<file path="src/rtl/bcd_down_counter_pkg.sv">
// Shared constants and helpers for the cascadable BCD down counter.
package bcd_down_counter_pkg;

  localparam int unsigned NIBBLE_W = 4;
  localparam logic [NIBBLE_W-1:0] BCD_NINE = 4'h9;

  function automatic logic is_bcd_zero(input logic [NIBBLE_W-1:0] nibble);
    return nibble == 4'h0;
  endfunction

endpackage

</file>
<file path="src/rtl/bcd_down_digit.sv">
// One BCD digit of the ripple-borrow decrement; purely combinational.
module bcd_down_digit
  import bcd_down_counter_pkg::*;
(
  input  logic [NIBBLE_W-1:0] q,
  input  logic                borrow_in,
  output logic [NIBBLE_W-1:0] q_next,
  output logic                borrow_out
);

  // Illegal codes 10..15 fold to nine so a corrupted digit recovers on its next borrow.
  always_comb begin
    q_next = q;
    if (borrow_in) begin
      if (is_bcd_zero(q) || (q > BCD_NINE)) begin
        q_next = BCD_NINE;
      end else begin
        q_next = q - NIBBLE_W'(1);
      end
    end
  end

  assign borrow_out = borrow_in && is_bcd_zero(q);

endmodule

</file>
<file path="src/rtl/bcd_down_counter.sv">
// DIGITS-digit BCD down counter with clear, load, borrow chaining and optional auto-reload.
module bcd_down_counter
  import bcd_down_counter_pkg::*;
#(
  parameter int unsigned DIGITS = 2,
  parameter bit          RELOAD = 1'b0
) (
  input  logic                         CLK,
  input  logic                         CD,
  input  logic                         LD,
  input  logic                         EN,
  input  logic                         BI,
  input  logic [NIBBLE_W*DIGITS-1:0]   D,
  output logic [NIBBLE_W*DIGITS-1:0]   Q,
  output logic                         BO,
  output logic                         ZERO,
  output logic                         TC
);

  localparam int unsigned W = NIBBLE_W * DIGITS;

  logic [DIGITS:0] borrow;
  logic [W-1:0]    q_dec;
  logic [W-1:0]    wrap_value;
  logic            dec_en;

  assign borrow[0] = 1'b1;

  for (genvar k = 0; k < DIGITS; k++) begin : g_digit
    bcd_down_digit u_digit (
      .q          (Q[NIBBLE_W*k +: NIBBLE_W]),
      .borrow_in  (borrow[k]),
      .q_next     (q_dec[NIBBLE_W*k +: NIBBLE_W]),
      .borrow_out (borrow[k+1])
    );
  end

  // A borrow escaping the top digit means every digit is exactly zero.
  assign ZERO       = borrow[DIGITS];
  assign dec_en     = BI && EN;
  assign BO         = dec_en && ZERO;
  assign wrap_value = RELOAD ? D : {DIGITS{BCD_NINE}};

  // Priority: clear, load, decrement (with underflow handling), hold.
  always_ff @(posedge CLK) begin
    if (CD) begin
      Q  <= '0;
      TC <= 1'b0;
    end else if (LD) begin
      Q  <= D;
      TC <= 1'b0;
    end else if (dec_en) begin
      Q  <= ZERO ? wrap_value : q_dec;
      TC <= ZERO;
    end else begin
      TC <= 1'b0;
    end
  end

endmodule
</file>
<file path="config.mk">
export PLATFORM = sky130hd
export DESIGN_NAME = bcd_down_counter
export DESIGN_NICKNAME = d
export VERILOG_FILES = /design/src/rtl/bcd_down_counter_pkg.sv /design/src/rtl/bcd_down_digit.sv /design/src/rtl/bcd_down_counter.sv
export SDC_FILE = /design/constraint.sdc
export NUM_CORES = 1
export LEC_CHECK = 0
export BUFFER_PORTS_ARGS = -buffer_cell sky130_fd_sc_hd__buf_2
export CAP_MARGIN = 20
export CORE_MARGIN = 4
export CORE_UTILIZATION = 47
export DETAILED_ROUTE_END_ITERATION = 6
export PLACE_DENSITY_LB_ADDON = 0.15
export SYNTH_ARGS = -nofsm -noshare
export SYNTH_HDL_FRONTEND = slang
export SYNTH_SLANG_ARGS = --single-unit
</file>
<file path="constraint.sdc">
create_clock -name CLK -period 2.17 [get_ports CLK]
set_input_delay 0.1085 -clock CLK [delete_from_list [all_inputs] [get_ports CLK]]
set_output_delay 0.1085 -clock CLK [all_outputs]
set_load 0.05 [all_outputs]
</file>
## After elaboration in Yosys (flattened, before gate mapping)

Index checks and enable logic that the tools add are counted.

| operators by class | value |
|---|---|
| multipliers | 0 |
| mux-type cells | 6 |
| shift-type cells | 0 |
| order comparisons | 2 |
| add/subtract/negate cells | 2 |
| eq/ne operators | 0 |
| bitwise gates (word level) | 1 |
| divide/modulo/power cells | 0 |
| reduce and logical (&&, ||, !) cells | 11 |

Operators by type and width:

| kind | number |
|---|---|
| two-way mux 8 bit | 3 |
| two-way mux 4 bit | 3 |
| > comparator 4 bit, second input constant | 2 |
| zero test 4 bit | 2 |
| subtractor 4 x 1 -> 4 bit, second input constant | 2 |
| logical AND 1 bit | 3 |
| nonzero test 3 bit | 1 |
| OR reduction 3 bit | 1 |
| logical OR 1 bit | 2 |
| AND reduction 2 bit | 1 |
| nonzero test 2 bit | 1 |
| inverter 1 bit | 1 |

| word-level totals | value |
|---|---|
| bits in latches | 0 |
| bits in registers | 9 |
| input port bits | 13 |
| ROM bits | 0 |
| memories kept | 0 |
| output and inout bits | 11 |
| memory bits (writable) | 0 |
| word-level logic and storage cells | 25 |

## Longest topological paths before layout

| depth | value |
|---|---|
| depth in word-level cells | 7 |
| depth in mapped cells | 6 |
| depth with buffers taken out | 6 |

## Cells and area by module

A second synthesis with hierarchy kept.

| second synthesis, totals | value |
|---|---|
| cell total of the unflattened synthesis | 87 |
| area total of the unflattened synthesis | 779.5 µm² |

Modules (own cells, without submodules):

| module | instances | cells an instance | area an instance (µm²) |
|---|---|---|---|
| bcd_down_counter | 1 | 47 | 466.7 |
| bcd_down_digit | 2 | 20 | 156.4 |

## Least setup slack after synthesis

No wires, ideal clock.

| timing | value |
|---|---|
| kind | register -> register |
| start | reg Q[0] |
| end | reg TC |
| buffers on the path | 0 |
| setup slack | -0.490 ns |
| arrival time | 2.579 ns |
| cell stages (with the launch flop) | 7 |
| setup time | 0.081 ns |
| cell sequence | dfxtp_1 inv_1 ha_1 nor3b_1 nand2_1 nor3_1 nor3b_1 |

| on the way | value |
|---|---|
| longest elaborated chain between the ends | 2 |

Ends and longest elaborated chain:

| element | line | RTL |
|---|---|---|
| from (decl) | bcd_down_counter.sv:14 | `output logic [NIBBLE_W*DIGITS-1:0] Q,` |
| from (signal assigned) | bcd_down_counter.sv:53 | `Q <= ZERO ? wrap_value : q_dec;` |
| zero test 4 bit | bcd_down_counter_pkg.sv:8 | `return nibble == 4'h0;` |
| logical AND 1 bit | bcd_down_digit.sv:23 | `assign borrow_out = borrow_in && is_bcd_zero(q);` |
| to (signal assigned) | bcd_down_counter.sv:48 | `TC <= 1'b0;` |
| to (signal assigned) | bcd_down_counter.sv:51 | `TC <= 1'b0;` |
| to (signal assigned) | bcd_down_counter.sv:54 | `TC <= ZERO;` |
| to (decl) | bcd_down_counter.sv:17 | `output logic TC` |

Every way passes these cells.
A chain may end at the register's enable or synchronous reset.

## Final worst setup path

| timing | value |
|---|---|
| start | reg Q[0] |
| end | out BO |

| on the way | value |
|---|---|
| longest elaborated chain between the ends | 3 |

Ends and longest elaborated chain:

| element | line | RTL |
|---|---|---|
| zero test 4 bit | bcd_down_counter_pkg.sv:8 |  |
| logical AND 1 bit | bcd_down_digit.sv:23 |  |
| logical AND 1 bit | bcd_down_counter.sv:41 | `assign BO = dec_en && ZERO;` |
| to (decl) | bcd_down_counter.sv:15 | `output logic BO,` |

Every way passes these cells.

==> impl_metrics.json <==
{
  "ir_drop_mv": 0.535,
  "synth_top_area_share_pct": 26.6,
  "synthTopCellsByArea": "dfxtp_1 (27%), ha_1 (11%), nor3_1 (6.7%), inv_1 (5.5%), a21oi_1 (3.7%)",
  "crit_path_start_kind": "flop",
  "drt_iter0_drc": 4,
  "worstPathRequired_ns": 2.06,
  "avgRoutedWirePerCell_um": 12.2,
  "io_pins": 24,
  "timing.rr.start": "Q[0]",
  "fin_nets": 125,
  "synth_top_cell_by_area": "dfxtp_1",
  "start_util_pct": 50.8,
  "outcome": "completed",
  "fin_crit_ns": 1.91,
  "cp_max_fo": 6,
  "r2r_cells": 6,
  "drc": 0,
  "final_util_pct": 61.4,
  "grt_overflow": 0,
  "post_cts_buffers": 0,
  "dr.pass1.iters": 4,
  "htreeDepth": 1,
  "grt_start_max_net_pins": 18,
  "clock_latency_ns": 0.26,
  "numCtsBuffers": 3,
  "viasPerCell": 5.53,
  "r2r_slack_ns": 0.45,
  "synth_area_um2": 677,
  "hp-class": "input pin to flop",
  "ys_warn_count": 0,
  "holdPathEnd": "Q[7]",
  "cp-end-kind": "output pin",
  "finalHoldViolCount": 0,
  "cts_sinks": 9,
  "grt_pass1_vias": 502,
  "clockBufferDepth": 2,
  "setup_viol": 0,
  "fillers": 129,
  "clkSlewWorstSetupHoldPaths_ns": 0.06,
  "cap_violations": 0,
  "finalCritPeriodShare_pct": 87.8,
  "final_antenna_net_count": 0,
  "crit_arrival_ns": 1.80,
  "min_path_cells": 3,
  "slew_violations": 0,
  "tightest_slew_ns": 0.365,
  "yosys.cell_types.count": 36,
  "area_delta_synth_final_pct": 21.1,
  "root_buffer": "clkbuf_4",
  "die-width_um": 46.0,
  "n_antenna_cell": 0,
  "seq_area_frac_synth_pct": 26.6,
  "grtUsageTotal_pct": 14.2,
  "cts_tree": "built",
  "gp_congestion": 0.777,
  "grt_pass1_wl_um": 2110,
  "min_from": "D[7]",
  "dieArea_um2": 2110,
  "avgSynthCellArea_um2": 8.25,
  "die-height_um": 46.0,
  "hold_buffers": 0,
  "synth_fp_nets": 101,
  "maxSlewHeadroom_pct": 75.3,
  "rsz0062_at_grt": "false",
  "rows": 13,
  "antenna_found_initial": 0,
  "ys_ff_latch": 9,
  "syn_inst": 82,
  "ys.flop_type": "dfxtp_1",
  "p_leak_nw": 0.385,
  "path_class": "flop to output pin",
  "r2r-end": "Q[7]",
  "dp_hpwl_um": 1130,
  "core-area_um2": 1330,
  "finalSetupTns_ns": 0,
  "timing.fmax_mhz": 525,
  "finClkSkew_ns": 0.00774,
  "power_density_nw_per_um2": 606,
  "drive_above_1_share_pct": 32.4,
  "ctsResizeCount": 0,
  "vias": 664,
  "io_buffers": 23,
  "routed_wl_um": 1470,
  "synth-edff-count": 0,
  "synth-async-reset-ratio_pct": 0
}
==> registers in the layout (all words and copies together) (netlist names) <==
register  count
Q             8
TC            1
==> per-stage QoR <==
step	instance area (um^2)	hold slack (ns)	instances	setup slack, ns	total power (W)
after CTS	820	0.0542	120	0.246	0.000504
after global routing	820	0.0582	120	0.104	0.000533
final	820	0.0588	120	0.264	0.000497
after global placement	793	0.324	116	0.476	0.000372
after detailed placement	793	0.321	116	0.456	0.000374
after floorplan	687	0.218	82	-0.0337	0.000336
==> layer usage <==
layer / part of all wire [%] / track usage (%) / wire length (um)
met2: 46 / 21.2 / 667
met1: 45 / 17.5 / 653
met5: 0 / 0 / 0
met3: 8.7 / 5.93 / 127
met4: 1.2 / 6.82 / 17
==> cells in the mapped netlist (2+ instances only) <==
library cell,n
o21ai_0,2
o21bai_1,3
nand2_1,5
a21oi_1,5
a221oi_1,2
a31oi_1,2
nor2b_1,3
nor3b_1,2
dfxtp_1,9
nor3_1,9
inv_1,10
ha_1,6
==> how the worst max path moves through the flow <==
stage | startpoint | endpoint | slack [ns] | depth (start not counted)
finish | Q[0] | BO | 0.26 | 6
global route | Q[0] | BO | 0.10 | 6
CTS | Q[0] | BO | 0.25 | 6
detailed placement | Q[0] | Q[7] | 0.46 | 6
floorplan | Q[0] | TC | -0.03 | 6
global placement | Q[0] | Q[7] | 0.48 | 6
==> layout by cell type, fill, tap and decap left out, types with 2 or more instances in the layout <==
cell type | synthesis | routed
buf_2 | 1 | 23
inv_1 | 10 | 10
dfxtp_1 | 9 | 9
nor3_1 | 9 | 7
ha_1 | 6 | 6
nand2_1 | 5 | 5
a21oi_1 | 5 | 5
o21bai_1 | 3 | 3
nor2b_1 | 3 | 3
clkbuf_4 | 0 | 3
nor3_2 | 0 | 2
nor3b_1 | 2 | 2
a31oi_1 | 2 | 2
o21ai_0 | 2 | 2
a221oi_1 | 2 | 2
==> critical path, stage by stage (launching register included) <==
cell,delay (ns)
dfxtp_1,0.36
inv_1,0.12
ha_1,0.20
nor3b_1,0.24
nand2_1,0.18
nor3_2,0.15
buf_2,0.29
==> where the power goes <==
group	switching, W	internal (W)	leakage (nW)
clock	0.0000568	0.0000708	0.0150
combinational	0.000112	0.0000626	0.296
sequential	0.0000179	0.000177	0.0745
==> logic make-up (layout without fill, tap and decap cells) <==
group,count (synthesis),after routing,synth area share [%]
DFF,9,9,26.6
adders and majority gates,6,6,11.1
AOI/OAI and AO/OA,23,23,26.2
buffers and inverters,14,37,9.61
and+or+nand+nor,30,30,26.4
==> cell type report <==
type	count	area [um^2]	share of cell area (%)
tap	15	18.8	2.29
inverter	10	37.5	4.58
multi-input combinational	59	442	53.9
timing repair buffer	23	115	14.0
clock buffer	4	26.3	3.21
sequential	9	180	22.0
Note: power is estimated with default switching activity, not from simulation.
